[config.mk]
export PLATFORM = sky130hd
export DESIGN_NAME = instr_fetch
export DESIGN_NICKNAME = d
export VERILOG_FILES = /design/src/rtl/fetch_pkg.sv /design/src/rtl/fetch_fifo.sv /design/src/rtl/instr_fetch.sv
export SDC_FILE = /design/constraint.sdc
export NUM_CORES = 1
export LEC_CHECK = 0
export BUFFER_PORTS_ARGS = -buffer_cell sky130_fd_sc_hd__buf_4
export CORE_MARGIN = 5
export CORE_UTILIZATION = 43
export CTS_BUF_LIST = sky130_fd_sc_hd__clkbuf_2 sky130_fd_sc_hd__clkbuf_4 sky130_fd_sc_hd__clkbuf_8
export DETAILED_ROUTE_END_ITERATION = 10
export GPL_TIMING_DRIVEN = 1
export HOLD_SLACK_MARGIN = 0.15
export PLACE_DENSITY_LB_ADDON = 0.25
export RECOVER_POWER = 25
export SETUP_SLACK_MARGIN = 0.15
export SYNTH_ARGS = -nofsm -noshare
export SYNTH_HDL_FRONTEND = slang
export SYNTH_HIERARCHICAL = 1
export SYNTH_SLANG_ARGS = --single-unit
[constraint.sdc]
create_clock -name clock -period 10.95 [get_ports clock]
set_input_delay 1.095 -clock clock [delete_from_list [all_inputs] [get_ports clock]]
set_output_delay 1.095 -clock clock [all_outputs]
set_load 0.03 [all_outputs]
[src/rtl/fetch_pkg.sv]
// Shared types and constants for the instruction-fetch front end.
package fetch_pkg;

  localparam int FETCH_XLEN  = 32;
  localparam int INSTR_BYTES = 4;

  localparam logic [31:0] NOP_INSTR = 32'h0000_0013;

  typedef struct packed {
    logic [FETCH_XLEN-1:0] pc;
    logic [FETCH_XLEN-1:0] instr;
  } fetch_entry_t;

endpackage

[src/rtl/fetch_fifo.sv]
// Small synchronous FIFO of {pc, instr} entries. A flush empties it and wins over a push.
module fetch_fifo
  import fetch_pkg::*;
#(
  parameter int DEPTH = 2,
  localparam int PTR_W = (DEPTH > 1) ? $clog2(DEPTH) : 1,
  localparam int CNT_W = $clog2(DEPTH + 1)
) (
  input  logic             clock,
  input  logic             reset,
  input  logic             push,
  input  fetch_entry_t     push_data,
  input  logic             pop,
  input  logic             flush,
  output logic [CNT_W-1:0] count,
  output fetch_entry_t     head,
  output logic             empty
);

  fetch_entry_t     mem [DEPTH];
  logic [PTR_W-1:0] rd_ptr;
  logic [PTR_W-1:0] wr_ptr;
  logic             do_push;
  logic             do_pop;

  function automatic logic [PTR_W-1:0] next_ptr(input logic [PTR_W-1:0] p);
    if (p == PTR_W'(DEPTH - 1)) begin
      return '0;
    end
    return p + PTR_W'(1);
  endfunction

  assign empty   = (count == '0);
  assign do_push = push & ~flush;
  assign do_pop  = pop & ~flush & ~empty;
  assign head    = mem[rd_ptr];

  // Entry storage; no reset needed because count gates what is visible.
  always_ff @(posedge clock) begin
    if (do_push) begin
      mem[wr_ptr] <= push_data;
    end
  end

  // Pointers and occupancy; simultaneous push and pop leave count unchanged.
  always_ff @(posedge clock or posedge reset) begin
    if (reset) begin
      rd_ptr <= '0;
      wr_ptr <= '0;
      count  <= '0;
    end else if (flush) begin
      rd_ptr <= '0;
      wr_ptr <= '0;
      count  <= '0;
    end else begin
      if (do_push) begin
        wr_ptr <= next_ptr(wr_ptr);
      end
      if (do_pop) begin
        rd_ptr <= next_ptr(rd_ptr);
      end
      case ({do_push, do_pop})
        2'b10:   count <= count + CNT_W'(1);
        2'b01:   count <= count - CNT_W'(1);
        default: count <= count;
      endcase
    end
  end

endmodule

[src/rtl/instr_fetch.sv]
// Instruction-fetch front end: drives a latency-1 instruction BRAM from a byte PC,
// buffers returned words and hands {pc, instr} to the decoder over valid/ready.
// The entry type is fixed at FETCH_XLEN bits, so XLEN is expected to match it.
module instr_fetch
  import fetch_pkg::*;
#(
  parameter int              XLEN       = 32,
  parameter int              ADDR_W     = 7,
  parameter int              FIFO_DEPTH = 2,
  parameter logic [XLEN-1:0] RESET_PC   = '0
) (
  input  logic              clock,
  input  logic              reset,
  input  logic              fetch_en,
  output logic              mem_rd_en,
  output logic [ADDR_W-1:0] mem_addr,
  input  logic [XLEN-1:0]   mem_rdata,
  output logic              out_valid,
  input  logic              out_ready,
  output logic [XLEN-1:0]   out_pc,
  output logic [XLEN-1:0]   out_instr,
  input  logic              redirect_valid,
  input  logic [XLEN-1:0]   redirect_pc,
  output logic              misalign_err
);

  localparam int CNT_W = $clog2(FIFO_DEPTH + 1);

  logic [XLEN-1:0]  pc_q;
  logic [XLEN-1:0]  inflight_pc_q;
  logic [XLEN-1:0]  last_pc_q;
  logic [XLEN-1:0]  last_instr_q;
  logic             inflight_q;
  logic             inflight_epoch_q;
  logic             epoch_q;
  logic             misalign_q;
  logic             pop;
  logic             push;
  logic             fifo_empty;
  logic [CNT_W-1:0] count;
  fetch_entry_t     push_entry;
  fetch_entry_t     head;
  int               occupancy;

  assign mem_addr     = pc_q[ADDR_W+1:2];
  assign out_valid    = ~fifo_empty;
  assign out_pc       = out_valid ? head.pc : last_pc_q;
  assign out_instr    = out_valid ? head.instr : last_instr_q;
  assign misalign_err = misalign_q;

  // A returning word is kept only if no redirect has happened since it was issued.
  assign push             = inflight_q & (inflight_epoch_q == epoch_q);
  assign push_entry.pc    = inflight_pc_q;
  assign push_entry.instr = mem_rdata;

  // Issue a read only when the FIFO is guaranteed to have room for its return.
  always_comb begin
    pop       = out_valid & out_ready;
    occupancy = int'(count) + int'(inflight_q) - int'(pop);
    mem_rd_en = ~reset & fetch_en & ~redirect_valid & (occupancy < FIFO_DEPTH);
  end

  // PC advance, redirect with epoch flip, and the sticky misalignment flag.
  always_ff @(posedge clock or posedge reset) begin
    if (reset) begin
      pc_q       <= RESET_PC;
      epoch_q    <= 1'b0;
      misalign_q <= 1'b0;
    end else if (redirect_valid) begin
      pc_q    <= {redirect_pc[XLEN-1:2], 2'b00};
      epoch_q <= ~epoch_q;
      if (redirect_pc[1:0] != 2'b00) begin
        misalign_q <= 1'b1;
      end
    end else if (mem_rd_en) begin
      pc_q <= pc_q + XLEN'(INSTR_BYTES);
    end
  end

  // Tag the read in flight with its PC and the epoch it was issued in.
  always_ff @(posedge clock or posedge reset) begin
    if (reset) begin
      inflight_q       <= 1'b0;
      inflight_pc_q    <= '0;
      inflight_epoch_q <= 1'b0;
    end else begin
      inflight_q       <= mem_rd_en;
      inflight_pc_q    <= pc_q;
      inflight_epoch_q <= epoch_q;
    end
  end

  // Remember the last presented entry so the outputs hold while the FIFO is empty.
  always_ff @(posedge clock or posedge reset) begin
    if (reset) begin
      last_pc_q    <= '0;
      last_instr_q <= '0;
    end else if (out_valid) begin
      last_pc_q    <= head.pc;
      last_instr_q <= head.instr;
    end
  end

  fetch_fifo #(
    .DEPTH(FIFO_DEPTH)
  ) u_fifo (
    .clock    (clock),
    .reset    (reset),
    .push     (push),
    .push_data(push_entry),
    .pop      (pop),
    .flush    (redirect_valid),
    .count    (count),
    .head     (head),
    .empty    (fifo_empty)
  );

endmodule

==> flow_summary_export.csv, run 1 <==
group,metric,value,unit
grt,grt_usage,15.5,%
floorplan,fp.dieW,165,µm
yosys,syn_inst,634,
yosys,async_flop_share,50.8,%
clock_network,cts_resized,0,
routing,dr.pass1.iters,4,
routing,vias,5766,
placement,dpl_cell_area,11600,µm²
clock_network,ctsRootBufferMaster,"clkbuf_8",
timing,period_share,49.7,%
clock_network,clk_latency,0.52,ns
floorplan,die_h,165,µm
routing,dr_wl_met2,9.94,mm
yosys,yosysSeqAreaShare,69.5,%
routing,drt_iter0_drc,386,
power_and_ir_drop,p_leak,4.93,nW
timing,setup_violations,0,
routing,avgViaCountPerCell,5.02,
routing,post_drt_wl_per_cell,18.0,µm
power_and_ir_drop,pwr_density_cell,233,nW/µm²
floorplan,coreArea,23500,µm²
floorplan,die_area,27100,µm²
floorplan,rows,56,
clock_network,clock-sinks,260,
clock_network,hold_buffers,0,
timing,hold_violations,0,
floorplan,floorplan.initialDensity,43.7,%
routing,drc,0,
placement,port_buffers,142,
layout,area_growth,20.8,%
yosys,yosys.area_share.simple,5.07,%
grt,grt_max_degree,78,
yosys,synth_top_cell_area_share,37.4,%
clock_network,cts.reportedPaths.clkPinSlew,0.06,ns
clock_network,clk_path_buf_depth,3,
clock_network,cts_tree,"built",
yosys,synth_top_family_by_area,"multiplexers",
routing,routed_wl,20.6,mm
grt,antenna_found_initial,0,
placement,gp_congestion,0.842,
timing,max_freq,184,MHz
clock_network,cts_buffers,43,
yosys,synth_area_leaders,"edfxtp_1, dfrtp_1, mux2_2",
setup_path,cp.arrival,4.34,ns
timing,drv_slew,0,
yosys,yosysWarnings,6,
layout,drive_gt1_share,41.6,%
yosys,ys_types,47,
timing,relSlewSlack,32.5,%
grt,grt_overflow,0,
clock_network,htreeDepth,2,
yosys,synth-compound-area-share,3.97,%
yosys,synth-xor-area-share,2.21,%
yosys,synth_mux_area_share,16.4,%
yosys,ys_seq_elements,260,
yosys,synth_ff_type,"dfrtp_1",
grt,grt_pass1_wl,33.1,mm
setup_path,endpoint_kind,"output pin",
status,outcome,"finished clean",
setup_path,worstSetupStartpointType,"flop",
timing,rsz0062_at_grt,"false",
timing,skew,0.0182,ns
yosys,yosys.area.top_type,"edfxtp_1",
yosys,synthAdderAreaFrac,0.438,%
timing,worst_pin_slew,1.01,ns
routing,wl_met3,1.41,mm
worst_hold_path,hp-class,"flop to flop",
grt,grt_pass1_vias,6264,
timing,finalSetupTns,0,ns
power_and_ir_drop,total_power,2.89,mW
routing,antenna_left,0,
setup_path,crit_type,"flop to output pin",
routing,met1_length,8.97,mm
flow_run,maxCapViolCount,0,
placement,place.detailed.hpwl,13.3,mm
layout,antenna-diode-count,0,
setup_path,cp.required,9.86,ns
layout,stdcell_area,12400,µm²
power_and_ir_drop,ir_worst_vdd,0.000106,V
yosys,synth_area,10300,µm²
yosys,synth-edff-count,128,
timing,period_needed,5.44,ns
floorplan,pin_count,143,
layout,final_nets,867,
timing,whs,0.415,ns
clock_network,post_cts_buffers,0,
yosys,synth.avg_cell_area,16.2,µm²
routing,maxUsedRoutingLayer,"met4",
setup_path,crit_path_max_fanout,66,
## sequential cells by signal (all words and copies together) (netlist names)
register,count
pc_q,30
misalign_err,1
u_fifo/rd_ptr,1
inflight_q,1
inflight_pc_q,30
u_fifo/mem,128
epoch_q,1
last_pc_q,32
u_fifo/wr_ptr,1
u_fifo/count,2
last_instr_q,32
inflight_epoch_q,1
## cell type report
| class | count | area (µm²) |
|---|---|---|
| clock buffer | 70 | 813 |
| fill | 2001 | 11100 |
| multi-input combinational | 331 | 2920 |
| timing repair buffer | 147 | 1050 |
| inverter | 12 | 50.0 |
| clock inverter | 9 | 38.8 |
| sequential | 260 | 7150 |
| tap | 319 | 399 |
## cells in the final DEF (no fill, tap or decap), types with 5 or more instances in the layout
master / count
a211oi_1: 9
nor2_1: 12
o21ai_0: 25
nand2_1: 38
a21oi_1: 8
dfrtp_1: 131
edfxtp_1: 128
inv_1: 11
buf_4: 118
nand4_1: 8
a2111oi_0: 5
clkbuf_1: 15
clkinv_1: 5
mux2_4: 50
clkbuf_8: 46
mux2_2: 80
xnor2_1: 22
nand3_1: 14
clkbuf_4: 38
## routing by layer
metal | vias to the layer above | global-route usage, %
met5 | - | 0
met4 | 0 | 4.05
met3 | 32 | 4.34
met2 | 166 | 25.5
met1 | 2913 | 20.4
li1 | 2655 | -
## cells in the mapped netlist, types with 9 or more instances
master and instances:
clkbuf_1 17, nand2_1 38, o21ai_0 25, edfxtp_1 128, mux2_4 50, nor2_1 15, dfrtp_1 132, xnor2_1 22
a211oi_1 9, nand3_1 14, mux2_2 80, inv_1 12
## per-stage QoR
step	worst slack [ns]	utilization, %	cells
finish	5.51	52.8	1148
global route	5.21	52.8	1148
CTS	5.47	53.0	1148
detailed placement	6.03	49.4	1069
global placement	6.23	49.4	1069
floorplan	6.44	-	637
## cell families after synthesis
group | Yosys count
AOI/OAI and AO/OA | 63
xor gates and xnor gates | 26
adders and majority gates | 3
buffers and inverters | 46
DFF | 260
muxes | 133
other | 1
and+or+nand+nor | 102
## report_power, final
group	switching [mW]	leakage (nW)	internal [mW]	total (mW)
clock network	0.353	0.465	0.468	0.822
registers	0.0593	2.74	1.19	1.25
logic	0.493	1.72	0.326	0.819
total	0.906	4.93	1.99	2.89
## critical path, stage by stage (launching register included)
cell	delay (ns)
dfrtp_1	0.51
nor2_4	0.15
buf_4	0.76
nor3b_4	0.14
o21ai_0	0.29
fa_1	0.24
xnor2_1	0.12
nand3_1	0.67
and2_1	0.46
nor2_1	0.25
buf_4	0.22
## path summary, 6_finish.rpt
kind	depth (start not counted)	startpoint	endpoint	slack, ns
worst min register to register	0	pc_q[31]	inflight_pc_q[31]	0.42
worst min-delay path	0	pc_q[31]	inflight_pc_q[31]	0.42
max in group asynchronous	3	reset	last_instr_q[29]	8.91
worst max-delay path	10	u_fifo/count[1]	mem_rd_en	5.51
worst max register to register	10	u_fifo/count[1]	pc_q[22]	6.78
min in group asynchronous	2	reset	u_fifo/count[1]	0.55
Note: power is estimated with default switching activity, not from simulation.
==> run 2: changes to the inputs <==
--- a/config.mk
+++ b/config.mk
@@ -5,6 +5,7 @@
 export SDC_FILE = /design/constraint.sdc
 export NUM_CORES = 1
 export LEC_CHECK = 0
+export ABC_AREA = 1
 export BUFFER_PORTS_ARGS = -buffer_cell sky130_fd_sc_hd__buf_4
 export CORE_MARGIN = 5
 export CORE_UTILIZATION = 43
==> constraint.sdc (replaced) <==
create_clock -name clock -period 5.45 [get_ports clock]
set_input_delay 0.545 -clock clock [delete_from_list [all_inputs] [get_ports clock]]
set_output_delay 0.545 -clock clock [all_outputs]
set_load 0.03 [all_outputs]
==> flow_summary_export.csv, run 2 <==
group,metric,value,unit
layout,stdcell_area,13100,µm²
yosys,yosysSeqAreaShare,65.8,%
setup_path,r2r-end,"pc_q[13]",
yosys,synth_common_cells,"nand2_1, dfrtp_1, edfxtp_1",
layout,largest_reg_flops,128,
worst_hold_path,min-delay-start,"mem_rdata[21]",
layout,largest_registers,"u_fifo/mem: 128 flops, last_instr_q: 32 flops, last_pc_q: 32 flops",
yosys,synth.avg_cell_area,11.1,µm²
timing,relSlewSlack,48.6,%
yosys,syn_inst,982,
layout,regMostFlops,"u_fifo/mem",
layout,fin_cells,1509,
setup_path,cp.required,4.91,ns
timing,hold_violations,0,
setup_path,rr_worst_depth,14,
layout,final_util,52.3,%
timing,max_freq,216,MHz
routing,routed_wl,22.6,mm
setup_path,crit_family,"buffers and inverters",
setup_path,cp.arrival,4.09,ns
timing,drv_slew,0,
layout,drive_gt1_share,25.8,%
floorplan,floorplan.initialDensity,43.4,%
timing,worst_pin_slew,0.771,ns
routing,dr.pass1.iters,5,
layout,mostFrequentLayoutCell,"nand2_1",
worst_hold_path,whs_endpoint,"u_fifo/mem[1][21]",
yosys,async_flop_share,50.8,%
placement,dp_cells,1424,
layout,fill_cells,2246,
setup_path,worst_path_max_delay_cell,"inv_2",
routing,drc,0,
floorplan,fp.dieW,169,µm
setup_path,crit_type,"flop to output pin",
routing,vias,7119,
routing,post_drt_wl_per_cell,15.0,µm
yosys,synth_area_leaders,"edfxtp_1, dfrtp_1, nand2_1",
grt,antenna_found_initial,0,
timing,skew,0.0210,ns
yosys,synth_ff_type,"dfrtp_1",
timing,period_needed,4.63,ns
clock_network,cts_tree,"built",
clock_network,cts_resized,0,
setup_path,cp_num_buf_inv,5,
clock_network,post_cts_buffers,0,
power_and_ir_drop,pwr_density_cell,500,nW/µm²
routing,drt_iter0_drc,453,
setup_path,r2r_start,"u_fifo/count[0]",
setup_path,crit_path_max_fanout,66,
power_and_ir_drop,ir_worst_vdd,0.000246,V
setup_path,reg2reg_slack,1.85,ns
clock_network,hold_buffers,4,
yosys,synth.most_common_cell,"nand2_1",
grt,grt_pass1_vias,7302,
power_and_ir_drop,total_power,6.54,mW
yosys,synth-edff-count,128,
grt,grt_pass1_wl,37.2,mm
yosys,yosysWarnings,6,
grt,grt_overflow,0,
timing,rsz0062_at_grt,"false",
timing,setup_slack,0.818,ns
layout,final_cell_mix,"nand2_1, dfrtp_1, edfxtp_1, buf_4, nand3_1",
yosys,ys_seq_elements,260,
timing,setup_violations,0,
routing,avgViaCountPerCell,4.72,
yosys,synth_top_cell_area_share,35.4,%
clock_network,ctsRootBufferMaster,"clkbuf_8",
clock_network,htreeDepth,2,
yosys,yosys.area.top_type,"edfxtp_1",
layout,antenna-diode-count,0,
timing,finalSetupTns,0,ns
clock_network,clk_latency,0.54,ns
clock_network,cts.reportedPaths.clkPinSlew,0.06,ns
status,outcome,"finished clean",
grt,grt_usage,16.1,%
routing,antenna_left,0,
flow_run,maxCapViolCount,0,
placement,dpl_cell_area,12200,µm²
worst_hold_path,hp-class,"input pin to flop",
worst_hold_path,hold_depth,1,
clock_network,clk_path_buf_depth,3,
placement,port_buffers,142,
floorplan,die_area,28500,µm²
floorplan,pin_count,143,
power_and_ir_drop,p_leak,5.87,nW
layout,final_nets,1217,
setup_path,endpoint_kind,"output pin",
floorplan,coreArea,25000,µm²
placement,dp_slack,1.32,ns
timing,period_share,85.0,%
layout,area_growth,20.5,%
timing,whs,0.218,ns
yosys,synth_area,10900,µm²
placement,gp_congestion,0.834,
setup_path,cpPeakStageDelay,0.59,ns
floorplan,rows,58,
grt,grt_max_degree,72,
clock_network,cts_buffers,45,
placement,place.detailed.hpwl,14.3,mm
setup_path,crit_chain,"inv_1, nand2_1, inv_2, buf_4, nor2_2, nor2_1, o21ai_0, fa_1, a21oi_1, nor2_1, nand2_2, inv_2, buf_4",
floorplan,die_h,169,µm
clock_network,clock-sinks,260,
yosys,ys_types,35,
setup_path,worstSetupStartpointType,"flop",
[run 2: changes by cell type in the layout (fill, tap and decap cells not counted), moves of 12 or more]
cell / before / now
nor2_1: 12 / 52
mux2_4: 50 / 38
mux2_2: 80 / 26
inv_1: 11 / 61
nand3_1: 14 / 69
nand2_1: 38 / 371
xnor2_1: 22 / 3
o21ai_0: 25 / 5
[run 2: area by class of cell]
cell class / count / area, µm² / share of cell area [%]
inverter: 69 / 264 / 2.02
clock inverter: 16 / 77.6 / 0.593
clock buffer: 65 / 820 / 6.26
tap: 330 / 413 / 3.15
sequential: 260 / 7150 / 54.6
multi-input combinational: 617 / 3240 / 24.8
timing repair buffer: 152 / 1120 / 8.57
[run 2: how the worst max path moves through the flow]
stage / startpoint / to / slack [ns] / cells past startpoint
2_1_floorplan: reset / mem_rd_en / 0.91 / 6
3_3_place_gp: u_fifo/count[1] / mem_rd_en / 1.38 / 13
3_5_place_dp: u_fifo/count[1] / mem_rd_en / 1.32 / 13
4_1_cts: u_fifo/count[0] / mem_rd_en / 0.73 / 13
5_1_grt: u_fifo/count[0] / mem_rd_en / 0.40 / 13
6_report: u_fifo/count[0] / mem_rd_en / 0.82 / 13
[run 2: per-layer routing]
metal	wire [µm]	share of wire [%]	GRT usage [%]
met1	9930	44	21.4
met2	10600	47	26.6
met3	1570	7.0	3.71
met4	461	2.0	4.90
met5	0	0	0
[run 2: cell families after synthesis]
kind of cell,count (synthesis),share of synthesized area (%)
mux,65,8.04
fa+ha+maj,3,0.415
flops,260,65.8
buf+inv,108,4.60
simple gates,520,19.5
xor+xnor,7,0.564
other cells,1,0.0345
compound gates,18,1.03
[run 2: power by group]
part / switching [mW] / internal, mW
clock network: 0.768 / 0.966
registers: 0.217 / 2.45
logic: 1.39 / 0.747
total: 2.38 / 4.16
==> run 3: changes to the inputs <==
==> constraint.sdc (replaced) <==
create_clock -name clock -period 4.8 [get_ports clock]
set_input_delay 0.48 -clock clock [delete_from_list [all_inputs] [get_ports clock]]
set_output_delay 0.48 -clock clock [all_outputs]
set_load 0.03 [all_outputs]
==> flow_summary_export.csv, run 3 (synthesis gave the netlist of run 2 again) <==
group,metric,value,unit
setup_path,rr_worst_depth,15,
grt,grt_max_degree,69,
setup_path,cp.arrival,3.62,ns
flow_run,maxCapViolCount,0,
routing,drc,0,
placement,dpl_cell_area,12200,µm²
timing,finalSetupTns,0,ns
grt,grt_pass1_vias,7392,
timing,period_share,85.4,%
worst_hold_path,hp-class,"input pin to flop",
layout,final_util,53.9,%
layout,stdcell_area,13500,µm²
clock_network,htreeDepth,2,
grt,grt_overflow,0,
setup_path,reg2reg_slack,1.58,ns
routing,antenna_left,0,
floorplan,rows,58,
placement,gp_congestion,0.852,
layout,area_growth,24.3,%
grt,grt_pass1_wl,37.8,mm
floorplan,die_h,169,µm
clock_network,clk_path_buf_depth,3,
layout,final_nets,1253,
routing,vias,7230,
layout,regMostFlops,"u_fifo/mem",
clock_network,cts_resized,0,
clock_network,cts.reportedPaths.clkPinSlew,0.06,ns
setup_path,crit_path_start,"u_fifo/count[1]",
status,outcome,"finished clean",
floorplan,coreArea,25000,µm²
timing,setup_violations,0,
placement,place.detailed.hpwl,14.7,mm
grt,grt_usage,16.3,%
routing,drt_iter0_drc,410,
timing,period_needed,4.10,ns
setup_path,cp-endpoint,"mem_rd_en",
floorplan,pin_count,143,
timing,relSlewSlack,33.3,%
timing,skew,0.0375,ns
routing,dr.pass1.iters,5,
setup_path,crit_path_max_fanout,66,
setup_path,endpoint_kind,"output pin",
clock_network,clock-sinks,260,
clock_network,ctsRootBufferMaster,"clkbuf_8",
layout,drive_gt1_share,26.0,%
routing,avgViaCountPerCell,4.67,
setup_path,r2r_start,"u_fifo/count[1]",
power_and_ir_drop,total_power,7.57,mW
setup_path,cp.required,4.32,ns
layout,mostFrequentLayoutCell,"nand2_1",
power_and_ir_drop,p_leak,6.08,nW
setup_path,r2r-end,"pc_q[3]",
power_and_ir_drop,ir_worst_vdd,0.000268,V
power_and_ir_drop,pwr_density_cell,561,nW/µm²
layout,largest_registers,"u_fifo/mem: 128 flops, last_instr_q: 32 flops, last_pc_q: 32 flops",
timing,max_freq,244,MHz
timing,rsz0062_at_grt,"false",
grt,antenna_found_initial,0,
routing,routed_wl,23.2,mm
floorplan,fp.dieW,169,µm
layout,antenna-diode-count,0,
timing,hold_violations,0,
clock_network,cts_buffers,46,
clock_network,clk_latency,0.54,ns
clock_network,cts_tree,"built",
timing,worst_pin_slew,0.998,ns
layout,final_cell_mix,"nand2_1, dfrtp_1, edfxtp_1, buf_4, nand3_1",
layout,largest_reg_flops,128,
setup_path,crit_type,"flop to output pin",
timing,drv_slew,0,
floorplan,floorplan.initialDensity,43.4,%
floorplan,die_area,28500,µm²
setup_path,worstSetupStartpointType,"flop",
placement,port_buffers,142,
routing,post_drt_wl_per_cell,15.0,µm
## run 3: cell types whose count changed in the layout (fill, tap and decap cells not counted)
cell | previous run | this run
clkinvlp_4 | 4 | 0
clkbuf_1 | 8 | 6
clkbuf_8 | 53 | 54
bufinv_16 | 0 | 1
dlygate4sd3_1 | 4 | 36
buf_4 | 119 | 124
clkinv_2 | 2 | 6
clkbuf_4 | 33 | 39
clkinv_1 | 12 | 9
## run 3: final cells by class
cell class | count | area, µm²
clock buffers | 72 | 878
clock inverters | 14 | 86.3
fillers | 2237 | 11500
inverters | 69 | 264
multi-input cells | 617 | 3240
flip-flops and latches | 260 | 7150
well taps | 330 | 413
repair buffers | 187 | 1470
## run 3: worst max-delay path, cell delays in order, from the launching register on
cell,delay (ns)
dfrtp_1,0.43
inv_1,0.07
nand2_1,0.10
inv_2,0.08
buf_4,0.61
nor2_2,0.11
nor2_1,0.12
o21ai_0,0.11
fa_1,0.54
a21oi_1,0.08
nor2_1,0.12
nand2_2,0.08
inv_2,0.37
buf_4,0.25
## run 3: worst min-delay path by stage
stage,startpoint,to,cells after the start
floorplan,reset,u_fifo/count[0],1
global placement,reset,u_fifo/rd_ptr,2
detailed placement,reset,u_fifo/rd_ptr,2
CTS,redirect_pc[4],pc_q[4],3
global route,redirect_pc[10],pc_q[10],3
finish,redirect_pc[11],pc_q[11],3
## run 3: per-stage QoR
step	hold WS [ns]	setup WS, ns	std cells
2_1_floorplan	0.246	0.394	985
3_3_place_gp	0.422	1.31	1427
3_5_place_dp	0.422	1.21	1427
4_1_cts	0.150	0.621	1549
5_1_grt	0.153	0.393	1549
6_report	0.174	0.701	1549
## run 3: layer usage
layer / routed length, µm / global-route usage [%] / vias up / share of wire, %
met1: 10400 / 21.8 / 3446 / 45
met3: 1340 / 3.92 / 21 / 5.8
met4: 298 / 3.78 / 0 / 1.3
met2: 11100 / 27.2 / 159 / 48
li1: - / - / 3604 / -
met5: 0 / 0 / - / 0
## run 3: timing repair
action | CTS | global route
hold buffers | 36 | 0
setup buffers | 0 | 0
endpoints found under the hold margin | 131 | 0
setup endpoints to repair | 0 | 0
## run 3: power breakdown
part / total [mW] / leakage [nW] / internal, mW / switching, mW
registers: 3.04 / 2.76 / 2.78 / 0.258
clock network: 2.06 / 0.520 / 1.22 / 0.847
logic: 2.47 / 2.81 / 0.870 / 1.60
total: 7.57 / 6.08 / 4.87 / 2.70
